[src/rtl/multicycle_ctrl.sv]
// multicycle_ctrl: multi-cycle RV32I control unit.
// Latches the fetched instruction and steps it through FETCH/DECODE/EXEC/MEM/WB,
// with ready handshakes to both memories, illegal-opcode and timeout traps, and
// a single retire pulse per completed instruction.
module multicycle_ctrl #(
    parameter int ALUOP_W    = 5,
    parameter int EXTOP_W    = 6,
    parameter int WAIT_LIMIT = 15
) (
    input  logic               clk,
    input  logic               rst,
    input  logic [31:0]        instr,
    input  logic               imem_ready,
    input  logic               dmem_ready,
    input  logic               Zero,
    output logic               imem_req,
    output logic               dmem_req,
    output logic               IRWrite,
    output logic               PCWrite,
    output logic [1:0]         PCSrc,
    output logic               RegWrite,
    output logic               MemWrite,
    output logic [1:0]         ALUSrcA,
    output logic               ALUSrc,
    output logic [ALUOP_W-1:0] ALUOp,
    output logic [EXTOP_W-1:0] EXTOp,
    output logic [1:0]         WDSrc,
    output logic [2:0]         DMType,
    output logic               retire,
    output logic               trap,
    output logic [1:0]         trap_cause
);

    typedef enum logic [3:0] {
        FETCH, DECODE, EXEC, MEM_ADDR, MEM_RD, MEM_WR, WB, BRANCH, JUMP, TRAP
    } state_t;

    localparam logic [6:0] OP_R      = 7'b0110011;
    localparam logic [6:0] OP_I      = 7'b0010011;
    localparam logic [6:0] OP_LUI    = 7'b0110111;
    localparam logic [6:0] OP_AUIPC  = 7'b0010111;
    localparam logic [6:0] OP_LOAD   = 7'b0000011;
    localparam logic [6:0] OP_STORE  = 7'b0100011;
    localparam logic [6:0] OP_BRANCH = 7'b1100011;
    localparam logic [6:0] OP_JAL    = 7'b1101111;
    localparam logic [6:0] OP_JALR   = 7'b1100111;

    localparam logic [3:0] ALU_ADD  = 4'd0;
    localparam logic [3:0] ALU_SUB  = 4'd1;
    localparam logic [3:0] ALU_SLL  = 4'd2;
    localparam logic [3:0] ALU_SRL  = 4'd3;
    localparam logic [3:0] ALU_SRA  = 4'd4;
    localparam logic [3:0] ALU_AND  = 4'd5;
    localparam logic [3:0] ALU_OR   = 4'd6;
    localparam logic [3:0] ALU_XOR  = 4'd7;
    localparam logic [3:0] ALU_SLT  = 4'd8;
    localparam logic [3:0] ALU_SLTU = 4'd9;

    localparam logic [5:0] EXT_SHAMT = 6'b100000;
    localparam logic [5:0] EXT_I     = 6'b010000;
    localparam logic [5:0] EXT_S     = 6'b001000;
    localparam logic [5:0] EXT_B     = 6'b000100;
    localparam logic [5:0] EXT_U     = 6'b000010;
    localparam logic [5:0] EXT_J     = 6'b000001;

    // Counter value at which one more stalled cycle reaches the limit.
    localparam logic [7:0] WAIT_LAST = 8'(WAIT_LIMIT - 1);

    state_t      state_q, state_d;
    logic [31:0] ir_q, ir_d;
    logic [7:0]  wait_q, wait_d;
    logic [1:0]  cause_q, cause_d;

    logic [6:0] opcode;
    logic [2:0] funct3;
    logic [6:0] funct7;
    logic       rd_nz;
    logic       unused_ir_bits;

    logic       is_rtype, is_ialu, is_lui, is_auipc, is_load, is_store;
    logic       is_branch, is_jal, is_jalr;
    logic [3:0] alu_fn;
    logic [3:0] br_op;
    logic       br_taken;
    logic [2:0] dm_type;

    logic [1:0] ex_src_a;
    logic       ex_src;
    logic [3:0] ex_op;
    logic [5:0] ex_ext;

    logic       imem_req_c, dmem_req_c, ir_write_c, pc_write_c;
    logic [1:0] pc_src_c;
    logic       reg_write_c, mem_write_c;
    logic [1:0] alu_src_a_c;
    logic       alu_src_c;
    logic [3:0] alu_op_c;
    logic [5:0] ext_op_c;
    logic [1:0] wd_src_c;
    logic [2:0] dm_type_c;
    logic       retire_c;

    assign opcode = ir_q[6:0];
    assign funct3 = ir_q[14:12];
    assign funct7 = ir_q[31:25];
    assign rd_nz  = (ir_q[11:7] != 5'd0);

    // Register-source and immediate fields are consumed by the datapath, not here.
    assign unused_ir_bits = ^ir_q[24:15];

    // Classify the latched instruction; only fully legal encodings set a class flag.
    always_comb begin
        is_rtype  = 1'b0;
        is_ialu   = 1'b0;
        is_lui    = 1'b0;
        is_auipc  = 1'b0;
        is_load   = 1'b0;
        is_store  = 1'b0;
        is_branch = 1'b0;
        is_jal    = 1'b0;
        is_jalr   = 1'b0;
        case (opcode)
            OP_R: is_rtype = (funct7 == 7'b0000000) ||
                             (funct7 == 7'b0100000 && (funct3 == 3'b000 || funct3 == 3'b101));
            OP_I: begin
                case (funct3)
                    3'b001:  is_ialu = (funct7 == 7'b0000000);
                    3'b101:  is_ialu = (funct7 == 7'b0000000) || (funct7 == 7'b0100000);
                    default: is_ialu = 1'b1;
                endcase
            end
            OP_LUI:    is_lui    = 1'b1;
            OP_AUIPC:  is_auipc  = 1'b1;
            OP_LOAD:   is_load   = (funct3 == 3'b000) || (funct3 == 3'b001) || (funct3 == 3'b010) ||
                                   (funct3 == 3'b100) || (funct3 == 3'b101);
            OP_STORE:  is_store  = (funct3 == 3'b000) || (funct3 == 3'b001) || (funct3 == 3'b010);
            OP_BRANCH: is_branch = (funct3 != 3'b010) && (funct3 != 3'b011);
            OP_JAL:    is_jal    = 1'b1;
            OP_JALR:   is_jalr   = (funct3 == 3'b000);
            default:   ;
        endcase
    end

    // Map funct3/funct7 to ALU operation, branch compare, and memory access width.
    always_comb begin
        alu_fn = ALU_ADD;
        case (funct3)
            3'b000:  alu_fn = (is_rtype && funct7[5]) ? ALU_SUB : ALU_ADD;
            3'b001:  alu_fn = ALU_SLL;
            3'b010:  alu_fn = ALU_SLT;
            3'b011:  alu_fn = ALU_SLTU;
            3'b100:  alu_fn = ALU_XOR;
            3'b101:  alu_fn = funct7[5] ? ALU_SRA : ALU_SRL;
            3'b110:  alu_fn = ALU_OR;
            default: alu_fn = ALU_AND;
        endcase

        br_op    = ALU_SUB;
        br_taken = Zero ^ funct3[0];
        if (funct3[2]) begin
            br_op    = funct3[1] ? ALU_SLTU : ALU_SLT;
            br_taken = ~Zero ^ funct3[0];
        end

        dm_type = 3'b000;
        case (funct3)
            3'b000:  dm_type = 3'b011;
            3'b001:  dm_type = 3'b001;
            3'b100:  dm_type = 3'b100;
            3'b101:  dm_type = 3'b010;
            default: dm_type = 3'b000;
        endcase
    end

    // ALU operand/operation selection for register-writing ALU instructions.
    always_comb begin
        ex_src_a = 2'b00;
        ex_src   = 1'b0;
        ex_op    = alu_fn;
        ex_ext   = 6'b000000;
        if (is_ialu) begin
            ex_src = 1'b1;
            ex_ext = (funct3 == 3'b001 || funct3 == 3'b101) ? EXT_SHAMT : EXT_I;
        end else if (is_lui) begin
            ex_src_a = 2'b10;
            ex_src   = 1'b1;
            ex_op    = ALU_ADD;
            ex_ext   = EXT_U;
        end else if (is_auipc) begin
            ex_src_a = 2'b01;
            ex_src   = 1'b1;
            ex_op    = ALU_ADD;
            ex_ext   = EXT_U;
        end
    end

    // Next-state, wait-counter and datapath strobes for the current state.
    always_comb begin
        state_d     = state_q;
        ir_d        = ir_q;
        wait_d      = 8'd0;
        cause_d     = cause_q;
        imem_req_c  = 1'b0;
        dmem_req_c  = 1'b0;
        ir_write_c  = 1'b0;
        pc_write_c  = 1'b0;
        pc_src_c    = 2'b00;
        reg_write_c = 1'b0;
        mem_write_c = 1'b0;
        alu_src_a_c = 2'b00;
        alu_src_c   = 1'b0;
        alu_op_c    = ALU_ADD;
        ext_op_c    = 6'b000000;
        wd_src_c    = 2'b00;
        dm_type_c   = 3'b000;
        retire_c    = 1'b0;

        case (state_q)
            FETCH: begin
                imem_req_c = 1'b1;
                if (imem_ready) begin
                    ir_write_c = 1'b1;
                    ir_d       = instr;
                    state_d    = DECODE;
                end else if (wait_q == WAIT_LAST) begin
                    state_d = TRAP;
                    cause_d = 2'b10;
                end else begin
                    wait_d = wait_q + 8'd1;
                end
            end
            DECODE: begin
                if (is_rtype || is_ialu || is_lui || is_auipc) begin
                    state_d = EXEC;
                end else if (is_load || is_store) begin
                    state_d = MEM_ADDR;
                end else if (is_branch) begin
                    state_d = BRANCH;
                end else if (is_jal || is_jalr) begin
                    state_d = JUMP;
                end else begin
                    state_d = TRAP;
                    cause_d = 2'b01;
                end
            end
            EXEC: begin
                alu_src_a_c = ex_src_a;
                alu_src_c   = ex_src;
                alu_op_c    = ex_op;
                ext_op_c    = ex_ext;
                state_d     = WB;
            end
            MEM_ADDR, MEM_RD, MEM_WR: begin
                // The address stays on the ALU for the whole memory access.
                alu_src_c = 1'b1;
                alu_op_c  = ALU_ADD;
                ext_op_c  = is_store ? EXT_S : EXT_I;
                if (state_q == MEM_ADDR) begin
                    state_d = is_store ? MEM_WR : MEM_RD;
                end else begin
                    dmem_req_c  = 1'b1;
                    mem_write_c = (state_q == MEM_WR);
                    dm_type_c   = dm_type;
                    if (dmem_ready) begin
                        if (state_q == MEM_WR) begin
                            pc_write_c = 1'b1;
                            retire_c   = 1'b1;
                            state_d    = FETCH;
                        end else begin
                            state_d = WB;
                        end
                    end else if (wait_q == WAIT_LAST) begin
                        state_d = TRAP;
                        cause_d = 2'b11;
                    end else begin
                        wait_d = wait_q + 8'd1;
                    end
                end
            end
            WB: begin
                if (is_load) begin
                    wd_src_c = 2'b01;
                end else begin
                    alu_src_a_c = ex_src_a;
                    alu_src_c   = ex_src;
                    alu_op_c    = ex_op;
                    ext_op_c    = ex_ext;
                end
                reg_write_c = rd_nz;
                pc_write_c  = 1'b1;
                retire_c    = 1'b1;
                state_d     = FETCH;
            end
            BRANCH: begin
                alu_op_c   = br_op;
                ext_op_c   = EXT_B;
                pc_src_c   = br_taken ? 2'b01 : 2'b00;
                pc_write_c = 1'b1;
                retire_c   = 1'b1;
                state_d    = FETCH;
            end
            JUMP: begin
                reg_write_c = rd_nz;
                wd_src_c    = 2'b10;
                pc_write_c  = 1'b1;
                retire_c    = 1'b1;
                if (is_jalr) begin
                    alu_src_c = 1'b1;
                    ext_op_c  = EXT_I;
                    pc_src_c  = 2'b10;
                end else begin
                    ext_op_c  = EXT_J;
                    pc_src_c  = 2'b01;
                end
                state_d = FETCH;
            end
            TRAP: state_d = TRAP;
            default: state_d = FETCH;
        endcase
    end

    // State, instruction latch, wait counter and trap cause registers.
    always_ff @(posedge clk) begin
        if (rst) begin
            state_q <= FETCH;
            ir_q    <= 32'd0;
            wait_q  <= 8'd0;
            cause_q <= 2'b00;
        end else begin
            state_q <= state_d;
            ir_q    <= ir_d;
            wait_q  <= wait_d;
            cause_q <= cause_d;
        end
    end

    // While reset is held, every strobe except the fetch request is forced low.
    assign imem_req   = imem_req_c;
    assign dmem_req   = dmem_req_c  & ~rst;
    assign IRWrite    = ir_write_c  & ~rst;
    assign PCWrite    = pc_write_c  & ~rst;
    assign PCSrc      = rst ? 2'b00 : pc_src_c;
    assign RegWrite   = reg_write_c & ~rst;
    assign MemWrite   = mem_write_c & ~rst;
    assign ALUSrcA    = rst ? 2'b00 : alu_src_a_c;
    assign ALUSrc     = alu_src_c   & ~rst;
    assign ALUOp      = rst ? '0 : ALUOP_W'(alu_op_c);
    assign EXTOp      = rst ? '0 : EXTOP_W'(ext_op_c);
    assign WDSrc      = rst ? 2'b00 : wd_src_c;
    assign DMType     = rst ? 3'b000 : dm_type_c;
    assign retire     = retire_c    & ~rst;
    assign trap       = (state_q == TRAP) & ~rst;
    assign trap_cause = rst ? 2'b00 : cause_q;

endmodule
[config.mk]
export PLATFORM = sky130hd
export DESIGN_NAME = multicycle_ctrl
export DESIGN_NICKNAME = d
export VERILOG_FILES = /design/src/rtl/multicycle_ctrl.sv
export SDC_FILE = /design/constraint.sdc
export NUM_CORES = 1
export LEC_CHECK = 0
export ABC_AREA = 1
export CAP_MARGIN = 5
export CORE_AREA = 5 5 75 77
export DETAILED_ROUTE_END_ITERATION = 10
export DIE_AREA = 0 0 80 82
export PLACE_DENSITY = 0.87
export SLEW_MARGIN = 5
export SYNTH_ARGS = -nofsm -noshare
export SYNTH_HDL_FRONTEND = slang
export SYNTH_SLANG_ARGS = --single-unit
[constraint.sdc]
create_clock -name clk -period 1.46 [get_ports clk]
set_input_delay 0.146 -clock clk [delete_from_list [all_inputs] [get_ports clk]]
set_output_delay 0.146 -clock clk [all_outputs]
set_load 0.05 [all_outputs]
==> summary.md, run 1 <==
| Metric | Value |
|---|---|
| Most numerous cell in the Yosys netlist | `nand2_1` |
| CTS Buf Count | `5` |
| Stop err | `[ERROR DPL-0038] Utilization greater than 100%, impossible to legalize` |
| Mapped Cells | `345` |
| Async SR Flop Fraction | `0%` |
| Seq cells post-synth | `36` |
| Row cnt | `26` |
| Largest net degree at the start of global routing | `17` |
| Starting Density | `44.64%` |
| RePlAce Congestion | `0.9069` |
| Inst Count DP | `530` |
| Port bufs | `56` |
| Die Ht | `82 um` |
| Status | `aborted with a tool error` |
| CTS root buffer | `clkbuf_8` |
| Synth warn | `0` |
| Clk sinks | `36` |
| Unique cell type count in the Yosys netlist | `37` |
| Stage reached | `global routing (5_1_grt)` |
| Synth top area cells | `dfxtp_1 33%, nand2_1 13%, nor2_1 8.2%, a21oi_1 7.5%, inv_1 6.6%` |
| Hpwl dp | `6023 um` |
| Number of synthesized flops with an enable pin | `0` |
| CTS H-Tree Depth | `2` |
| IO Pins | `68` |
| Cell Area, Synth | `0.002207 mm2` |
| Yosys top cell area share | `32.65%` |
| Syn Area/Cell | `6.397 um2` |
| Seq/Total Area, Yosys | `32.65%` |
| Commonest cells in the netlist | `75 x nand2_1, 48 x nor2_1, 39 x inv_1, 36 x dfxtp_1, 33 x a21oi_1` |
| Die width | `80 um` |
| Hold-fix buffers, CTS | `0` |
| GRT worst endpoint | `ALUSrc` |
| Ys flop type | `dfxtp_1` |
| Syn nets | `384` |
| Cell accounting for the most synthesized area | `dfxtp_1` |
| Worst endpoint type | `top-level output` |
| Maximum clock insertion buffer count | `2` |
kinds of logic after synthesis:
| family | after synthesis | synth area share [%] |
|---|---|---|
| other cells | 1 | 0.1699 |
| simple gates | 182 | 38.32 |
| fa+ha+maj | 2 | 1.134 |
| flops | 36 | 32.65 |
| buf+inv | 57 | 10.60 |
| xor+xnor | 5 | 1.984 |
| compound gates | 62 | 15.14 |
per-stage QoR:
step | utilization, % | cell area, um2 | worst slack [ns]
after global placement | 76.67 | 3791 | -0.2119
after CTS | 95.93 | 4743 | -0.4718
after floorplan | - | 2510 | -0.3963
after detailed placement | 76.67 | 3791 | -0.2999
repair_timing:
action / 4_1_cts
buffers inserted: 26
pin swaps: 42
endpoints found under the setup margin: 63
gates resized for setup: 180
gates cloned: 2
==> run 2: changes to the inputs <==
Settings changed: CORE_AREA 5 5 75 77 to 5 5 86 88, DIE_AREA 0 0 80 82 to 0 0 91 93, PLACE_DENSITY 0.87 to not set, PLACE_DENSITY_LB_ADDON set to 0.15.
==> run 2 against run 1 <==
Effect of this change:
- the flow now finishes, with violations (setup timing)
- synthesized cell count unchanged
- area after synthesis unchanged
==> summary.md, run 2 <==
| Metric | Value |
|---|---|
| Status | `finished, violations left (was aborted with a tool error)` |
| Violated checks | `setup timing` |
| Detailed-route DRC error count | `0` |
| Detailed Route Iter0 Violations | `151` |
| RSZ-0062 raised after global routing | `true` |
| LEAKAGE | `2.006 nW` |
| Internal power | `2.569 mW` |
| Sequential Power Share | `28.9%` |
| F_max | `0.5139 GHz` |
| Area Overhead vs Synth | `118.9%` |
| Inst Count DP | `546 (was 530)` |
| CTS tree | `built` |
| Layout cells sized above 1 | `63.95%` |
| Final wirelength | `8115 um` |
| Crit path max fanout | `3` |
| Register with the most flip-flops | `ir_q` |
| Remaining global-route overflow | `0` |
| Async SR Flop Fraction | `0% (unchanged)` |
| RePlAce Congestion | `0.8618 (was 0.9069)` |
| Syn Area/Cell | `6.397 um2 (unchanged)` |
| Mapped Cells | `345 (unchanged)` |
| Startpoint type of the worst setup path | `register` |
| Hpwl dp | `5404 um (was 6023 um)` |
| Largest net degree at the start of global routing | `15` |
| Placed Area | `0.003849 mm2 (was 0.003791 mm2)` |
| Slowest stage cell, crit path | `dfxtp_4` |
| Cell Area, Synth | `0.002207 mm2 (unchanged)` |
| Cell accounting for the most synthesized area | `dfxtp_1 (unchanged)` |
| Max-cap viol count | `0` |
| Commonest cells in the netlist | `75 x nand2_1, 48 x nor2_1, 39 x inv_1, 36 x dfxtp_1, 33 x a21oi_1 (unchanged)` |
| Ys flop type | `dfxtp_1 (unchanged)` |
| Setup violations, final | `55` |
| Die width | `91 um (was 80 um)` |
| CTS H-Tree Depth | `2 (unchanged)` |
| Biggest regs | `ir_q: 22 flops, wait_q: 8 flops, state_q: 4 flops` |
| Slew Viols, Final | `0` |
| Maximum clock insertion buffer count | `2 (unchanged)` |
| CP endpoint kind | `output pin` |
| Crit path DAT | `1.80 ns` |
| Worst min-delay path class | `in2reg` |
| Final Total Pwr | `4.282 mW` |
| Core region area | `0.006569 mm2` |
| Starting Density | `33.60% (was 44.64%)` |
| Row cnt | `30 (was 26)` |
| Die Ht | `93 um (was 82 um)` |
| All-Layer GR Usage | `17.26%` |
| Vias after detailed routing | `2,811` |
| First-pass GRT wire length | `12,150 um` |
| Worst EP required | `1.31 ns` |
| Net Switching | `1.713 mW` |
| Peak supply drop | `0.0007720 V` |
| Latest clock arrival within the worst-skew pair | `0.28 ns` |
| CP most frequent cell | `nor2_4` |
| Most numerous cell in the Yosys netlist | `nand2_1 (unchanged)` |
| Final ANT Viol Nets | `0` |
| WS Path Type | `reg2out` |
| Syn nets | `384 (unchanged)` |
| Max reg flops | `22` |
| Per-cell routed wire length | `14.21 um` |
| Die footprint | `0.008463 mm2` |
| Worst setup margin | `-0.4859 ns` |
| Switching Share | `40.01%` |
| Pre-CTS setup slack | `-0.2395 ns (was -0.2999 ns)` |
| Seq cells post-synth | `36 (unchanged)` |
| Combinational share of power | `55.4%` |
| Max incr delay on CP | `0.39 ns` |
| Yosys top cell area share | `32.65% (unchanged)` |
| TritonRoute pass-1 iters | `4` |
| Worst path cell trace | `inv_4 -> nor2_4 -> nand2_4 -> buf_4 -> a21oi_2 -> inv_1 -> nor2_4 -> inv_2 -> a21oi_4 -> buf_12` |
| Finished Layout Cells | `571` |
| Synth top area cells | `dfxtp_1 33%, nand2_1 13%, nor2_1 8.2%, a21oi_1 7.5%, inv_1 6.6% (unchanged)` |
| Synth warn | `0 (unchanged)` |
| Post-route design area | `0.004831 mm2` |
| CTS root buffer | `clkbuf_8 (unchanged)` |
| IO Pins | `68 (unchanged)` |
| Clock transition at path regs | `0.07 ns` |
| Clk network pwr share | `15.7%` |
| Clk sinks | `36 (unchanged)` |
| Port bufs | `56 (unchanged)` |
| Post-layout min period | `1.946 ns` |
| Setup TNS | `-10.53 ns` |
| Final Hold Viols | `0` |
| Skew final | `0.003046 ns` |
| Diodes inserted | `0` |
| Seq/Total Area, Yosys | `32.65% (unchanged)` |
| Unique cell type count in the Yosys netlist | `37 (unchanged)` |
| Vias in the first global route | `2,683` |
| Power Density | `886.4 mW/mm2` |
| Initial antenna violation count | `0` |
| Final period util | `133.3%` |
| CTS Buf Count | `5 (unchanged)` |
| Hold-fix buffers, CTS | `0 (unchanged)` |
| Number of synthesized flops with an enable pin | `0 (unchanged)` |
| Commonest non-fill, non-tap cell in the layout | `buf_4` |
| Commonest non-fill, non-tap cells in the layout | `59 x buf_4, 38 x buf_6, 37 x nand2_1` |
| Layout net count | `530` |
| Avg Vias per Cell | `4.923` |
[run 2: through the flow]
stage               utilization [%]  hold WS, ns
CTS                           65.75       0.3916
finish                        73.54       0.3897
global route                  73.54       0.3834
detailed placement            58.59       0.4546
global placement              58.59       0.4461
floorplan                         -       0.2886
[run 2: worst paths after layout]
path,startpoint,to,slack [ns],depth (start not counted)
worst max-delay path,state_q[2],ALUOp[1],-0.49,10
worst min-delay path,rst,state_q[1],0.39,3
worst max register to register,state_q[3],cause_q[1],-0.12,12
worst min register to register,ir_q[11],ir_q[11],0.47,2
[run 2: logic make-up after synthesis]
group,after synthesis,share of synthesized area [%]
buffers and inverters,57,10.60
AO/OA/AOI/OAI,62,15.14
flip-flops,36,32.65
XOR/XNOR,5,1.984
adder cells (fa/ha/maj),2,1.134
AND/OR/NAND/NOR,182,38.32
other,1,0.1699
[run 2: critical path, delay by kind of cell, from the launching register on]
kind            cells  cell delay (ns)
compound gates      2             0.30
buf+inv             5             0.50
flops               1             0.39
simple gates        3             0.32
[run 2: power by group through the flow]
stage	clock, mW	sequential, mW	combinational, mW
final	0.672	1.24	2.37
after global routing	0.733	1.26	2.53
after CTS	0.701	1.21	1.89
after detailed placement	0	1.21	1.63
after global placement	0	1.21	1.61
after floorplan	0	1.21	0.907
[run 2: what timing repair did]
| action | 4_1_cts | 5_1_grt |
|---|---|---|
| resized for setup | 101 | 125 |
| setup buffers | 12 | 8 |
| gates cloned | 0 | 3 |
| pin swaps | 21 | 38 |
| setup endpoints to repair | 64 | 64 |
| endpoints found under the hold margin | 0 | 0 |
[run 2: per-layer routing]
metal  global-route usage, %  vias up  share of wire [%]
met5                       0        -                  0
met4                   4.890        0                2.8
met3                   2.977       19                4.6
met2                   30.41       67                 51
met1                   21.56     1312                 41
li1                        -     1413                  -
[run 2: area by class of cell]
type                       instances  area, um2
multi-input combinational        252       2012
fill                             477       1738
timing repair buffer             151       1682
sequential                        36      755.7
inverter                          45      201.4
tap                               80      100.1
clock buffer                       5      68.82
clock inverter                     2      11.26
Note: power is estimated with default switching activity, not from simulation.
